$ cat src/rtl/aes_pkg.sv
// aes_pkg: types and helpers shared by the ShiftRows datapath.
//   sr_mode_e   : row-shift direction (SR_FWD = encrypt, SR_INV = decrypt)
//   nb_is_legal : true for the supported block widths (4, 6 or 8 columns)
//   sr_offset   : left-rotation amount of a state row for a given width
package aes_pkg;

  typedef enum logic {
    SR_FWD = 1'b0,
    SR_INV = 1'b1
  } sr_mode_e;

  function automatic bit nb_is_legal(input int nb);
    return (nb == 32'sd4) || (nb == 32'sd6) || (nb == 32'sd8);
  endfunction

  // Rijndael row shifts: rows 2/3 move further only for the 256-bit block.
  function automatic int sr_offset(input int nb, input int row);
    int off;
    case (row)
      32'sd0:  off = 32'sd0;
      32'sd1:  off = 32'sd1;
      32'sd2:  off = (nb == 32'sd8) ? 32'sd3 : 32'sd2;
      32'sd3:  off = (nb == 32'sd8) ? 32'sd4 : 32'sd3;
      default: off = 32'sd0;
    endcase
    return off;
  endfunction

endpackage

$ cat src/rtl/shift_rows_perm.sv
// shift_rows_perm: combinational ShiftRows / InvShiftRows byte permutation.
//   NB       : number of state columns (4, 6 or 8)
//   mode     : SR_FWD rotates row r left by its offset, SR_INV rotates right
//   state    : input state, byte k = 4*col + row at bits [8k +: 8]
//   permuted : permuted state, same byte layout
// Every byte routing is fixed at elaboration, so the logic is a 2:1 mux per byte.
module shift_rows_perm
  import aes_pkg::*;
#(
  parameter int NB = 4
) (
  input  sr_mode_e          mode,
  input  logic [0:32*NB-1]  state,
  output logic [0:32*NB-1]  permuted
);

  for (genvar col = 0; col < NB; col++) begin : g_col
    for (genvar row = 0; row < 4; row++) begin : g_row
      localparam int SHIFT   = sr_offset(NB, row);
      localparam int FWD_COL = (col + SHIFT) % NB;
      // Adding NB keeps the operand non-negative before the modulo.
      localparam int INV_COL = (col - SHIFT + NB) % NB;
      localparam int DST     = 8 * (4 * col + row);
      localparam int SRC_FWD = 8 * (4 * FWD_COL + row);
      localparam int SRC_INV = 8 * (4 * INV_COL + row);

      assign permuted[DST +: 8] = (mode == SR_INV) ? state[SRC_INV +: 8]
                                                   : state[SRC_FWD +: 8];
    end
  end

endmodule

$ cat src/rtl/shift_rows_pipe.sv
// shift_rows_pipe: registered, valid/ready handshaked ShiftRows/InvShiftRows
// stage with per-block direction select and a side-band tag.
//   clk, rst_n        : rising-edge clock, asynchronous active-low reset
//   clr               : synchronous flush of every held block
//   in_valid/in_ready : input handshake; in_mode, in_tag, in_state travel together
//   out_valid/out_ready : output handshake; out_mode, out_tag, out_state are flops
// The permutation is applied on the input side, so the output register holds
// the finished result.
// Build option SHIFT_ROWS_SKID_EN: adds a skid register behind the output
// register so in_ready becomes a flop with no out_ready -> in_ready path.
// Without it a single output register is used and in_ready is combinational.
module shift_rows_pipe
  import aes_pkg::*;
#(
  parameter int NB    = 4,
  parameter int TAG_W = 4
) (
  input  logic               clk,
  input  logic               rst_n,
  input  logic               clr,
  input  logic               in_valid,
  output logic               in_ready,
  input  logic               in_mode,
  input  logic [TAG_W-1:0]   in_tag,
  input  logic [0:32*NB-1]   in_state,
  output logic               out_valid,
  input  logic               out_ready,
  output logic               out_mode,
  output logic [TAG_W-1:0]   out_tag,
  output logic [0:32*NB-1]   out_state
);

  if (!nb_is_legal(NB)) begin : g_bad_nb
    $error("shift_rows_pipe: NB must be 4, 6 or 8");
  end
  if (TAG_W < 1) begin : g_bad_tag
    $error("shift_rows_pipe: TAG_W must be at least 1");
  end

  sr_mode_e          in_mode_s;
  logic [0:32*NB-1]  perm_s;
  logic              accept_s;
  logic              pop_s;

  assign in_mode_s = sr_mode_e'(in_mode);

  shift_rows_perm #(.NB(NB)) u_perm (
    .mode     (in_mode_s),
    .state    (in_state),
    .permuted (perm_s)
  );

  assign accept_s = in_valid && in_ready;
  assign pop_s    = out_valid && out_ready;

`ifdef SHIFT_ROWS_SKID_EN

  logic              ready_r;
  logic              skid_valid_r;
  logic              skid_mode_r;
  logic [TAG_W-1:0]  skid_tag_r;
  logic [0:32*NB-1]  skid_state_r;

  logic              load_main_in_s;
  logic              load_main_skid_s;
  logic              clear_main_s;
  logic              load_skid_s;
  logic              skid_valid_next_s;

  assign in_ready = ready_r && !clr;

  // Decide where the incoming block goes and how the two entries move.
  always_comb begin
    load_main_in_s   = 1'b0;
    load_main_skid_s = 1'b0;
    clear_main_s     = 1'b0;
    load_skid_s      = 1'b0;
    if (!out_valid) begin
      load_main_in_s = accept_s;
    end else if (skid_valid_r) begin
      // Skid full means in_ready is low, so only a drain can happen.
      load_main_skid_s = pop_s;
    end else if (pop_s) begin
      load_main_in_s = accept_s;
      clear_main_s   = !accept_s;
    end else begin
      load_skid_s = accept_s;
    end
  end

  // Skid occupancy after this edge; it also sets next-cycle in_ready.
  always_comb begin
    skid_valid_next_s = skid_valid_r;
    if (clr) begin
      skid_valid_next_s = 1'b0;
    end else if (load_skid_s) begin
      skid_valid_next_s = 1'b1;
    end else if (load_main_skid_s) begin
      skid_valid_next_s = 1'b0;
    end else begin
      skid_valid_next_s = skid_valid_r;
    end
  end

  // Main output register: loaded from input or drained from the skid entry.
  always_ff @(posedge clk or negedge rst_n) begin
    if (!rst_n) begin
      out_valid <= 1'b0;
      out_mode  <= 1'b0;
      out_tag   <= '0;
      out_state <= '0;
    end else if (clr) begin
      out_valid <= 1'b0;
    end else if (load_main_in_s) begin
      out_valid <= 1'b1;
      out_mode  <= in_mode;
      out_tag   <= in_tag;
      out_state <= perm_s;
    end else if (load_main_skid_s) begin
      out_valid <= 1'b1;
      out_mode  <= skid_mode_r;
      out_tag   <= skid_tag_r;
      out_state <= skid_state_r;
    end else if (clear_main_s) begin
      out_valid <= 1'b0;
    end
  end

  // Skid register and registered ready flag.
  always_ff @(posedge clk or negedge rst_n) begin
    if (!rst_n) begin
      ready_r      <= 1'b0;
      skid_valid_r <= 1'b0;
      skid_mode_r  <= 1'b0;
      skid_tag_r   <= '0;
      skid_state_r <= '0;
    end else begin
      ready_r      <= !skid_valid_next_s;
      skid_valid_r <= skid_valid_next_s;
      if (load_skid_s && !clr) begin
        skid_mode_r  <= in_mode;
        skid_tag_r   <= in_tag;
        skid_state_r <= perm_s;
      end
    end
  end

`else

  logic ready_en_r;

  // Keeps in_ready low through reset and until the first edge after release.
  always_ff @(posedge clk or negedge rst_n) begin
    if (!rst_n) begin
      ready_en_r <= 1'b0;
    end else begin
      ready_en_r <= 1'b1;
    end
  end

  assign in_ready = ready_en_r && !clr && (!out_valid || out_ready);

  // Single output register; accept on a pop replaces the block without a bubble.
  always_ff @(posedge clk or negedge rst_n) begin
    if (!rst_n) begin
      out_valid <= 1'b0;
      out_mode  <= 1'b0;
      out_tag   <= '0;
      out_state <= '0;
    end else if (clr) begin
      out_valid <= 1'b0;
    end else if (accept_s) begin
      out_valid <= 1'b1;
      out_mode  <= in_mode;
      out_tag   <= in_tag;
      out_state <= perm_s;
    end else if (pop_s) begin
      out_valid <= 1'b0;
    end
  end

`endif

endmodule

$ cat config.mk
export PLATFORM = sky130hd
export DESIGN_NAME = shift_rows_pipe
export DESIGN_NICKNAME = d
export VERILOG_FILES = /design/src/rtl/aes_pkg.sv /design/src/rtl/shift_rows_perm.sv /design/src/rtl/shift_rows_pipe.sv
export SDC_FILE = /design/constraint.sdc
export NUM_CORES = 1
export LEC_CHECK = 0
export BUFFER_PORTS_ARGS = -buffer_cell sky130_fd_sc_hd__buf_2
export CAP_MARGIN = 20
export CELL_PAD_IN_SITES_DETAIL_PLACEMENT = 1
export CELL_PAD_IN_SITES_GLOBAL_PLACEMENT = 2
export CORE_UTILIZATION = 31
export DETAILED_ROUTE_END_ITERATION = 10
export GPL_ROUTABILITY_DRIVEN = 0
export PLACE_DENSITY_LB_ADDON = 0.1
export SYNTH_ARGS = -nofsm -noshare
export SYNTH_HDL_FRONTEND = slang
export SYNTH_SLANG_ARGS = --single-unit
$ cat constraint.sdc
create_clock -name clk -period 1.6 [get_ports clk]
set_input_delay 0.08 -clock clk [delete_from_list [all_inputs] [get_ports clk]]
set_output_delay 0.08 -clock clk [all_outputs]
set_load 0.01 [all_outputs]
==> results.sh, run 1 <==
export IMPL_fmax_mhz=663
export IMPL_ir_worst_vdd_uv=739
export IMPL_required_ns=1.96
export IMPL_dp_cells=882
export IMPL_synth_edf_count=0
export IMPL_grt_overflow=0
export IMPL_die_area_sq_um=20000
export IMPL_ys_warn_count=0
export IMPL_yosys_top_cells_area="dfrtp_1, mux2_2, mux2_4, buf_8, buf_2"
export IMPL_critical_path_class="reg2reg"
export IMPL_cp_end_kind="flip-flop"
export IMPL_p_leak_nw=4.54
export IMPL_worstPathCellList="nand2b_2 -> nand4b_1 -> buf_12 -> o21ai_0 -> dlygate4sd3_1"
export IMPL_fin_worst_hold_slack_ns=0.0297
export IMPL_wire_per_inst_um=16.6
export IMPL_cts_root_buffer="clkbuf_16"
export IMPL_cp_start_kind="flip-flop"
export IMPL_synth_seq_cells=135
export IMPL_dr_total_vias=4354
export IMPL_die_height_um=141
export IMPL_diodes=0
export IMPL_worst_path_max_delay_cell="dlygate4sd3_1"
export IMPL_fin_cells=985
export IMPL_hold_depth=3
export IMPL_rsz0062_at_grt="no"
export IMPL_crit_family="buffers and inverters"
export IMPL_r2r_end="out_valid"
export IMPL_whs_endpoint="out_state[56]"
export IMPL_async_flop_share=1.00
export IMPL_via_per_inst=4.42
export IMPL_synth_area_per_cell_sq_um=16.8
export IMPL_skew_ns=0.00660
export IMPL_die_width_um=141
export IMPL_hold_path_class="in2reg"
export IMPL_cts_tree="built"
export IMPL_power_density_nw_per_um2=1250
export IMPL_drtAntennaViolNets=0
export IMPL_dr_first_iter_drc_count=138
export IMPL_ctsHoldBuffers=71
export IMPL_clkLatencyLatePin_ns=0.42
export IMPL_final_max_slew_viol_count=0
export IMPL_nets=850
export IMPL_cts_buffers=17
export IMPL_start_util=0.319
export IMPL_grt_pass1_wl_um=26200
export IMPL_worstPathArrival_ns=1.87
export IMPL_synth_most_common_cell="mux2_2"
export IMPL_clkSinkCount=135
export IMPL_area_growth_pct=50.8
export IMPL_drt_wl_total_um=16400
export IMPL_synth_common_cells="mux2_2, dfrtp_1, mux2_4"
export IMPL_dp_hpwl_um=11600
export IMPL_r2r_setup_slack_ns=0.09
export IMPL_r2r_cells=5
export IMPL_row_count=50
export IMPL_htree_num_levels=4
export IMPL_ys_seq_area_frac=0.561
export IMPL_finalHoldViolCount=0
export IMPL_timing_rr_start="out_valid"
export IMPL_core_sq_um=18900
export IMPL_maxCapViolCount=0
export IMPL_clk_pin_slew_ns=0.06
export IMPL_final_setup_viol_count=0
export IMPL_fill_cells=2005
export IMPL_worst_slack_ns=0.0909
export IMPL_antenna_found_initial=1
export IMPL_crit_buf_inv=2
export IMPL_grt_pass1_vias=4870
export IMPL_critPathMaxStageDelay_ns=0.56
export IMPL_min_from="in_state[88]"
export IMPL_drive_above_1_share=0.710
export IMPL_synthDominantCellAreaShare=0.561
export IMPL_syn_num_nets=497
export IMPL_clockBufferDepth=2
export IMPL_synth_cells=359
export IMPL_yosysTopAreaCell="dfrtp_1"
export IMPL_finalCritPeriodShare=0.943
export IMPL_seq_area_sq_um=3380
export IMPL_netlist_area_sq_um=6030
export IMPL_cts_resized=0
export IMPL_drt_pass1_iter_count=4
export IMPL_cp_max_fo=9
export IMPL_io_buffers=272
export IMPL_route_detailed_drc=0
export IMPL_gr_usage_all_layers=0.173
export IMPL_pin_count=273
export IMPL_place_ws_ns=0.111
export IMPL_yosys_most_used_dff="dfrtp_1"
export IMPL_finalCriticalPeriod_ns=1.51
export IMPL_postCtsSetupBuffers=0
export IMPL_final_setup_tns_ns=0
export IMPL_synth_cell_type_count=13
export IMPL_status="completed"
export IMPL_multi_input_area_sq_um=2470
export IMPL_grt_max_degree=47
## per-stage QoR
step	cell area [sq um]	utilization	total power, mW
3_5_place_dp	7770	0.411	7.31
4_1_cts	9090	0.481	11.5
6_report	9090	0.481	11.4
3_3_place_gp	7770	0.411	7.22
2_1_floorplan	6030	-	6.00
5_1_grt	9090	0.481	12.0
## worst max path at each step
stage                    from             end  slack [ns]  depth (start not counted)
global placement    out_valid  out_state[113]        0.15                          5
CTS                 out_valid       out_valid        0.08                          5
global route        out_valid       out_valid       0.003                          5
floorplan           out_valid   out_state[17]        0.16                          6
detailed placement  out_valid      out_tag[3]        0.11                          5
finish              out_valid       out_valid        0.09                          5
## placed cells by master, fill, tap and decap left out, types with 2 or more instances in the layout
master / n
buf_4: 3
mux2_2: 138
mux2_4: 59
bufinv_16: 2
clkinvlp_4: 2
dlygate4sd3_1: 71
dfrtp_1: 135
buf_2: 271
inv_6: 2
clkinv_2: 3
buf_12: 10
clkbuf_16: 17
clkbuf_8: 5
## worst min-delay path: stages
cell	delay, ns
buf_2	0.08
mux2_2	0.13
mux2_4	0.13
## registers in the layout (all words and copies together), names as in the netlist
| name | flops |
|---|---|
| out_state | 128 |
| out_tag | 4 |
| out_mode | 1 |
| out_valid | 1 |
| ready_en_r | 1 |
## power breakdown
| group | switching [mW] | internal, mW | total [mW] | leakage, nW |
|---|---|---|---|---|
| logic | 1.20 | 1.62 | 2.82 | 2.64 |
| clock network | 1.51 | 2.51 | 4.01 | 0.299 |
| registers | 0.376 | 4.15 | 4.52 | 1.60 |
## cells by family (layout without fill, tap and decap cells)
family                 count (synthesis)  after routing  share of synthesized area
and+or+nand+nor                        3              3                    0.00436
buffers and inverters                 22            388                     0.0289
AOI/OAI and AO/OA                      1              1                   0.000830
muxes                                197            197                      0.405
DFF                                  135            135                      0.561
other                                  1              1                   0.000622
## layout make-up
class / instances / area share
tap: 260 / 0.0358
multi-input combinational: 202 / 0.272
timing repair buffer: 356 / 0.253
clock inverter: 10 / 0.0128
clock buffer: 22 / 0.0544
sequential: 135 / 0.372
## layer usage
metal	vias to the layer above	part of all wire	global-route usage
met1	2184	0.39	0.185
met4	2	0.018	0.0634
met3	19	0.087	0.0749
met5	-	0.0010	0
li1	1987	-	-
met2	162	0.51	0.302
(Power assumes the default switching activity.)
==> run 2: changes to the inputs <==
- MAX_ROUTING_LAYER: not set -> met4
==> results.sh, run 2 (synthesis results as in run 1) <==
export IMPL_met3_usage=0.0645
export IMPL_regMostFlops="out_state"
export IMPL_postCtsSetupBuffers=0
export IMPL_grt_pass1_wl_um=26100
export IMPL_grt_overflow=0
export IMPL_fmax_mhz=664
export IMPL_cp_start_kind="flip-flop"
export IMPL_p_leak_nw=4.54
export IMPL_rsz0062_at_grt="no"
export IMPL_cp_max_fo=9
export IMPL_top_regs="out_state (128), out_tag (4)"
export IMPL_pin_count=273
export IMPL_worstPathCellList="nand2b_2 -> nand4b_1 -> buf_12 -> o21ai_0 -> dlygate4sd3_1"
export IMPL_finalHoldViolCount=0
export IMPL_dp_cells=882
export IMPL_dr_first_iter_drc_count=140
export IMPL_cts_tree="built"
export IMPL_ir_worst_vdd_uv=732
export IMPL_cts_buffers=17
export IMPL_antenna_found_initial=1
export IMPL_final_cell_mix="buf_2, mux2_2, dfrtp_1"
export IMPL_grt_pass1_vias=4891
export IMPL_finalCriticalPeriod_ns=1.51
export IMPL_dr_total_vias=4354
export IMPL_row_count=50
export IMPL_clkSinkCount=135
export IMPL_status="completed"
export IMPL_finalCritPeriodShare=0.942
export IMPL_worst_path_max_delay_cell="dlygate4sd3_1"
export IMPL_critPathMaxStageDelay_ns=0.56
export IMPL_nets=850
export IMPL_io_buffers=272
export IMPL_dp_hpwl_um=11600
export IMPL_globalRouteMet1Util=0.189
export IMPL_clk_pin_slew_ns=0.06
export IMPL_maxCapViolCount=0
export IMPL_fin_cells=986
export IMPL_die_width_um=141
export IMPL_gr_max_usage_layer="met2"
export IMPL_hold_path_class="in2reg"
export IMPL_wire_per_inst_um=16.6
export IMPL_area_growth_pct=50.9
export IMPL_skew_ns=0.00653
export IMPL_route_detailed_drc=0
export IMPL_final_setup_tns_ns=0
export IMPL_crit_buf_inv=2
export IMPL_critical_path_class="reg2reg"
export IMPL_clkLatencyLatePin_ns=0.42
export IMPL_layout_commonest_cell="buf_2"
export IMPL_start_util=0.319
export IMPL_worstPathArrival_ns=1.86
export IMPL_core_sq_um=18900
export IMPL_gr_usage_met2=0.302
export IMPL_fill_cells=2006
export IMPL_power_density_nw_per_um2=1250
export IMPL_clockBufferDepth=2
export IMPL_crit_family="buffers and inverters"
export IMPL_die_area_sq_um=20000
export IMPL_drive_above_1_share=0.710
export IMPL_drt_wl_total_um=16400
export IMPL_via_per_inst=4.42
export IMPL_die_height_um=141
export IMPL_gr_usage_all_layers=0.177
export IMPL_cp_end_kind="flip-flop"
export IMPL_final_setup_viol_count=0
export IMPL_largest_reg_flops=128
export IMPL_required_ns=1.96
export IMPL_grt_max_degree=47
export IMPL_htree_num_levels=4
export IMPL_cts_root_buffer="clkbuf_16"
export IMPL_drt_pass1_iter_count=4
export IMPL_drtAntennaViolNets=0
export IMPL_final_max_slew_viol_count=0
-- run 2: final cells by class --
cell class / count / area [sq um] / area share
clock buffers: 22 / 494 / 0.0544
repair buffers: 356 / 2300 / 0.253
diodes: 1 / 2.50 / 0.000275
clock inverters: 10 / 116 / 0.0128
multi-input cells: 202 / 2470 / 0.272
flip-flops and latches: 135 / 3380 / 0.372
well taps: 260 / 325 / 0.0358
-- run 2: path summary, 6_finish.rpt --
| kind | to | cells after the start | startpoint | slack (ns) |
|---|---|---|---|---|
| worst max-delay path | out_valid | 5 | out_valid | 0.09 |
| worst min-delay path | out_state[56] | 3 | in_state[88] | 0.03 |
| worst max register to register | out_valid | 5 | out_valid | 0.09 |
| worst min register to register | out_tag[0] | 1 | out_tag[0] | 0.50 |
| max in group asynchronous | out_state[110] | 3 | rst_n | 0.82 |
| min in group asynchronous | out_state[10] | 2 | rst_n | 0.14 |
-- run 2: tightest hold or removal path, stage by stage --
cell and delay, ns:
buf_2 0.08, mux2_2 0.13, mux2_4 0.13
-- run 2: layer usage --
metal / vias to the layer above / wire length [um] / part of all wire
met5: - / 0 / 0
met4: 0 / 254 / 0.016
met3: 19 / 1280 / 0.078
met2: 164 / 8330 / 0.51
met1: 2183 / 6520 / 0.40
li1: 1988 / - / -
-- run 2: what timing repair did --
item	CTS	global route
endpoints found under the hold margin	204	0
gates resized for setup	0	0
hold buffers	71	0
-- run 2: report_power, final --
part / total [mW] / internal (mW) / switching, mW
Combinational: 2.82 / 1.62 / 1.20
Clock: 4.01 / 2.51 / 1.51
Sequential: 4.53 / 4.15 / 0.377
Total: 11.4 / 8.27 / 3.09
-- run 2: through the flow --
stage / area, sq um / setup WS [ns] / util / hold WS, ns / power (mW)
detailed placement: 7770 / 0.111 / 0.411 / 0.00731 / 7.31
global route: 9090 / 0.00351 / 0.481 / 0.0144 / 12.0
floorplan: 6030 / 0.162 / - / -0.216 / 6.00
global placement: 7770 / 0.146 / 0.411 / 0.00609 / 7.22
finish: 9090 / 0.0929 / 0.481 / 0.0321 / 11.4
CTS: 9090 / 0.0833 / 0.481 / 0.0109 / 11.5
==> run 3: changes to the inputs <==
- ABC_AREA: not set -> 1
- CORE_ASPECT_RATIO: not set -> 0.5
- CORE_UTILIZATION: 31 -> 25
==> results.sh, run 3 <==
export IMPL_dp_cells=1374
export IMPL_finalCritPeriodShare=0.939
export IMPL_synthMuxAreaShare=0
export IMPL_clockBufferDepth=2
export IMPL_r2r_setup_slack_ns=0.17
export IMPL_route_detailed_drc=0
export IMPL_start_util=0.256
export IMPL_antenna_found_initial=1
export IMPL_gr_usage_all_layers=0.211
export IMPL_clkLatencyLatePin_ns=0.43
export IMPL_grt_max_degree=77
export IMPL_final_max_slew_viol_count=0
export IMPL_yosys_most_used_dff="dfrtp_1"
export IMPL_post_route_util=0.417
export IMPL_synth_most_common_cell="nand2_1"
export IMPL_synth_seq_cells=135
export IMPL_area_growth_pct=62.7
export IMPL_fin_worst_hold_slack_ns=0.0107
export IMPL_swShare=0.313
export IMPL_htree_num_levels=4
export IMPL_synthDominantCellAreaShare=0.545
export IMPL_yosysTopAreaCell="dfrtp_1"
export IMPL_fmax_mhz=665
export IMPL_die_area_sq_um=25500
export IMPL_power_mw=11.2
export IMPL_top_regs="out_state (128), out_tag (4)"
export IMPL_final_setup_tns_ns=0
export IMPL_cp_max_fo=7
export IMPL_async_flop_share=1.00
export IMPL_cp_end_kind="output pin"
export IMPL_via_per_inst=4.44
export IMPL_synth_simple_area_share=0.406
export IMPL_fin_cells=1546
export IMPL_drive_above_1_share=0.281
export IMPL_cts_tree="built"
export IMPL_cp_start_kind="primary input"
export IMPL_synth_top_family_by_area="simple AND/OR/NAND/NOR gates"
export IMPL_p_leak_nw=5.65
export IMPL_clkSinkCount=135
export IMPL_die_height_um=113
export IMPL_dp_hpwl_um=16500
export IMPL_synth_compound_area_frac=0.000808
export IMPL_synth_cells=802
export IMPL_finalCriticalPeriod_ns=1.50
export IMPL_ys_seq_area_frac=0.545
export IMPL_grt_pass1_wl_um=40200
export IMPL_final_setup_viol_count=0
export IMPL_cts_root_buffer="clkbuf_16"
export IMPL_finalHoldViolCount=0
export IMPL_combinationalPowerShare=0.237
export IMPL_skew_ns=0.0126
export IMPL_ys_warn_count=0
export IMPL_fin_area_sq_um=10100
export IMPL_grt_pass1_vias=7342
export IMPL_pwr_share_clk=0.375
export IMPL_status="completed"
export IMPL_worstPathArrival_ns=1.42
export IMPL_die_width_um=225
export IMPL_yosys_top_cells_area="dfrtp_1, nand2_1, nand4_1, nand3_1, clkbuf_1"
export IMPL_grt_overflow=0
export IMPL_placedInstanceArea_sq_um=8090
export IMPL_critical_path_class="in2out"
export IMPL_largest_reg_flops=128
export IMPL_cts_buffers=17
export IMPL_syn_num_nets=940
export IMPL_synth_fa_ha_area_frac=0
export IMPL_power_density_nw_per_um2=1110
export IMPL_ir_worst_vdd_uv=749
export IMPL_regMostFlops="out_state"
export IMPL_wire_per_inst_um=16.0
export IMPL_pin_count=273
export IMPL_maxCapViolCount=0
export IMPL_rsz0062_at_grt="no"
export IMPL_switchingPower_mw=3.50
export IMPL_drt_wl_total_um=24700
export IMPL_synth_edf_count=0
export IMPL_synth_area_per_cell_sq_um=7.73
export IMPL_io_buffers=272
export IMPL_synth_common_cells="nand2_1, dfrtp_1, nand4_1"
export IMPL_core_sq_um=24200
export IMPL_seqPwrFrac=0.389
export IMPL_worst_slack_ns=0.0970
export IMPL_internal_power_mw=7.70
export IMPL_clk_pin_slew_ns=0.07
export IMPL_row_count=40
export IMPL_drt_pass1_iter_count=4
export IMPL_layout_commonest_cell="nand2_1"
export IMPL_hold_path_class="in2reg"
export IMPL_nets=1334
export IMPL_netlist_area_sq_um=6200
export IMPL_synth_xor_area_frac=0
export IMPL_dr_total_vias=6858
export IMPL_final_cell_mix="nand2_1, buf_2, dfrtp_1"
export IMPL_required_ns=1.52
export IMPL_drtAntennaViolNets=0
export IMPL_place_ws_ns=0.267
export IMPL_dr_first_iter_drc_count=385
export IMPL_synth_cell_type_count=15
## run 3: cell count changes after synthesis, sizes merged, moves of 3 or more
cell | previous run | this run
buf | 21 | 26
clkbuf | 1 | 37
inv | 0 | 5
mux2 | 197 | 0
nand2 | 0 | 460
nand3 | 0 | 65
nand4 | 0 | 69
nor2 | 0 | 3
## run 3: layout make-up
class,count,area (sq um)
multi-input combinational,599,2530
clock buffer,18,429
clock inverter,14,186
inverter,5,18.8
antenna,1,2.50
timing repair buffer,438,3110
sequential,135,3380
fill,2973,14100
tap,336,420
## run 3: cells by family after synthesis
family | after synthesis
and+or+nand+nor | 597
other | 1
buffers and inverters | 68
DFF | 135
AOI/OAI and AO/OA | 1
## run 3: metal layers
metal	GRT usage	routed length (um)	part of all wire	vias up
met3	0.0439	829	0.034	24
met4	0.0626	380	0.015	0
li1	-	-	-	3371
met2	0.355	12500	0.51	125
met5	-	0	0	-
met1	0.255	11000	0.45	3338
## run 3: worst paths after layout
kind,from,end,cells after the start
min in group asynchronous,rst_n,out_state[92],2
max in group asynchronous,rst_n,out_state[58],3
hold / removal,in_state[13],out_state[45],5
setup reg to reg,out_valid,out_state[73],8
setup / recovery,clr,in_ready,7
hold reg to reg,out_state[39],out_state[39],2
## run 3: power by group through the flow
| stage | logic, mW | registers (mW) | clock network [mW] |
|---|---|---|---|
| finish | 2.65 | 4.35 | 4.20 |
| global route | 2.96 | 4.43 | 4.48 |
| CTS | 2.69 | 4.36 | 4.33 |
| global placement | 2.36 | 4.39 | 0 |
| detailed placement | 2.40 | 4.41 | 0 |
| floorplan | 0.792 | 4.68 | 0 |
## run 3: worst max-delay path: stages
cell	delay, ns
dlygate4sd3_1	0.56
buf_2	0.16
inv_1	0.06
nand2_1	0.09
nor2_4	0.20
buf_12	0.14
buf_2	0.12
## run 3: timing repair
item | in CTS | in global routing
pin swaps | 1 | 1
hold buffers | 134 | 0
setup endpoints to repair | 1 | 1
resized for setup | 0 | 0
buffers inserted | 1 | 4
endpoints found under the hold margin | 168 | 0
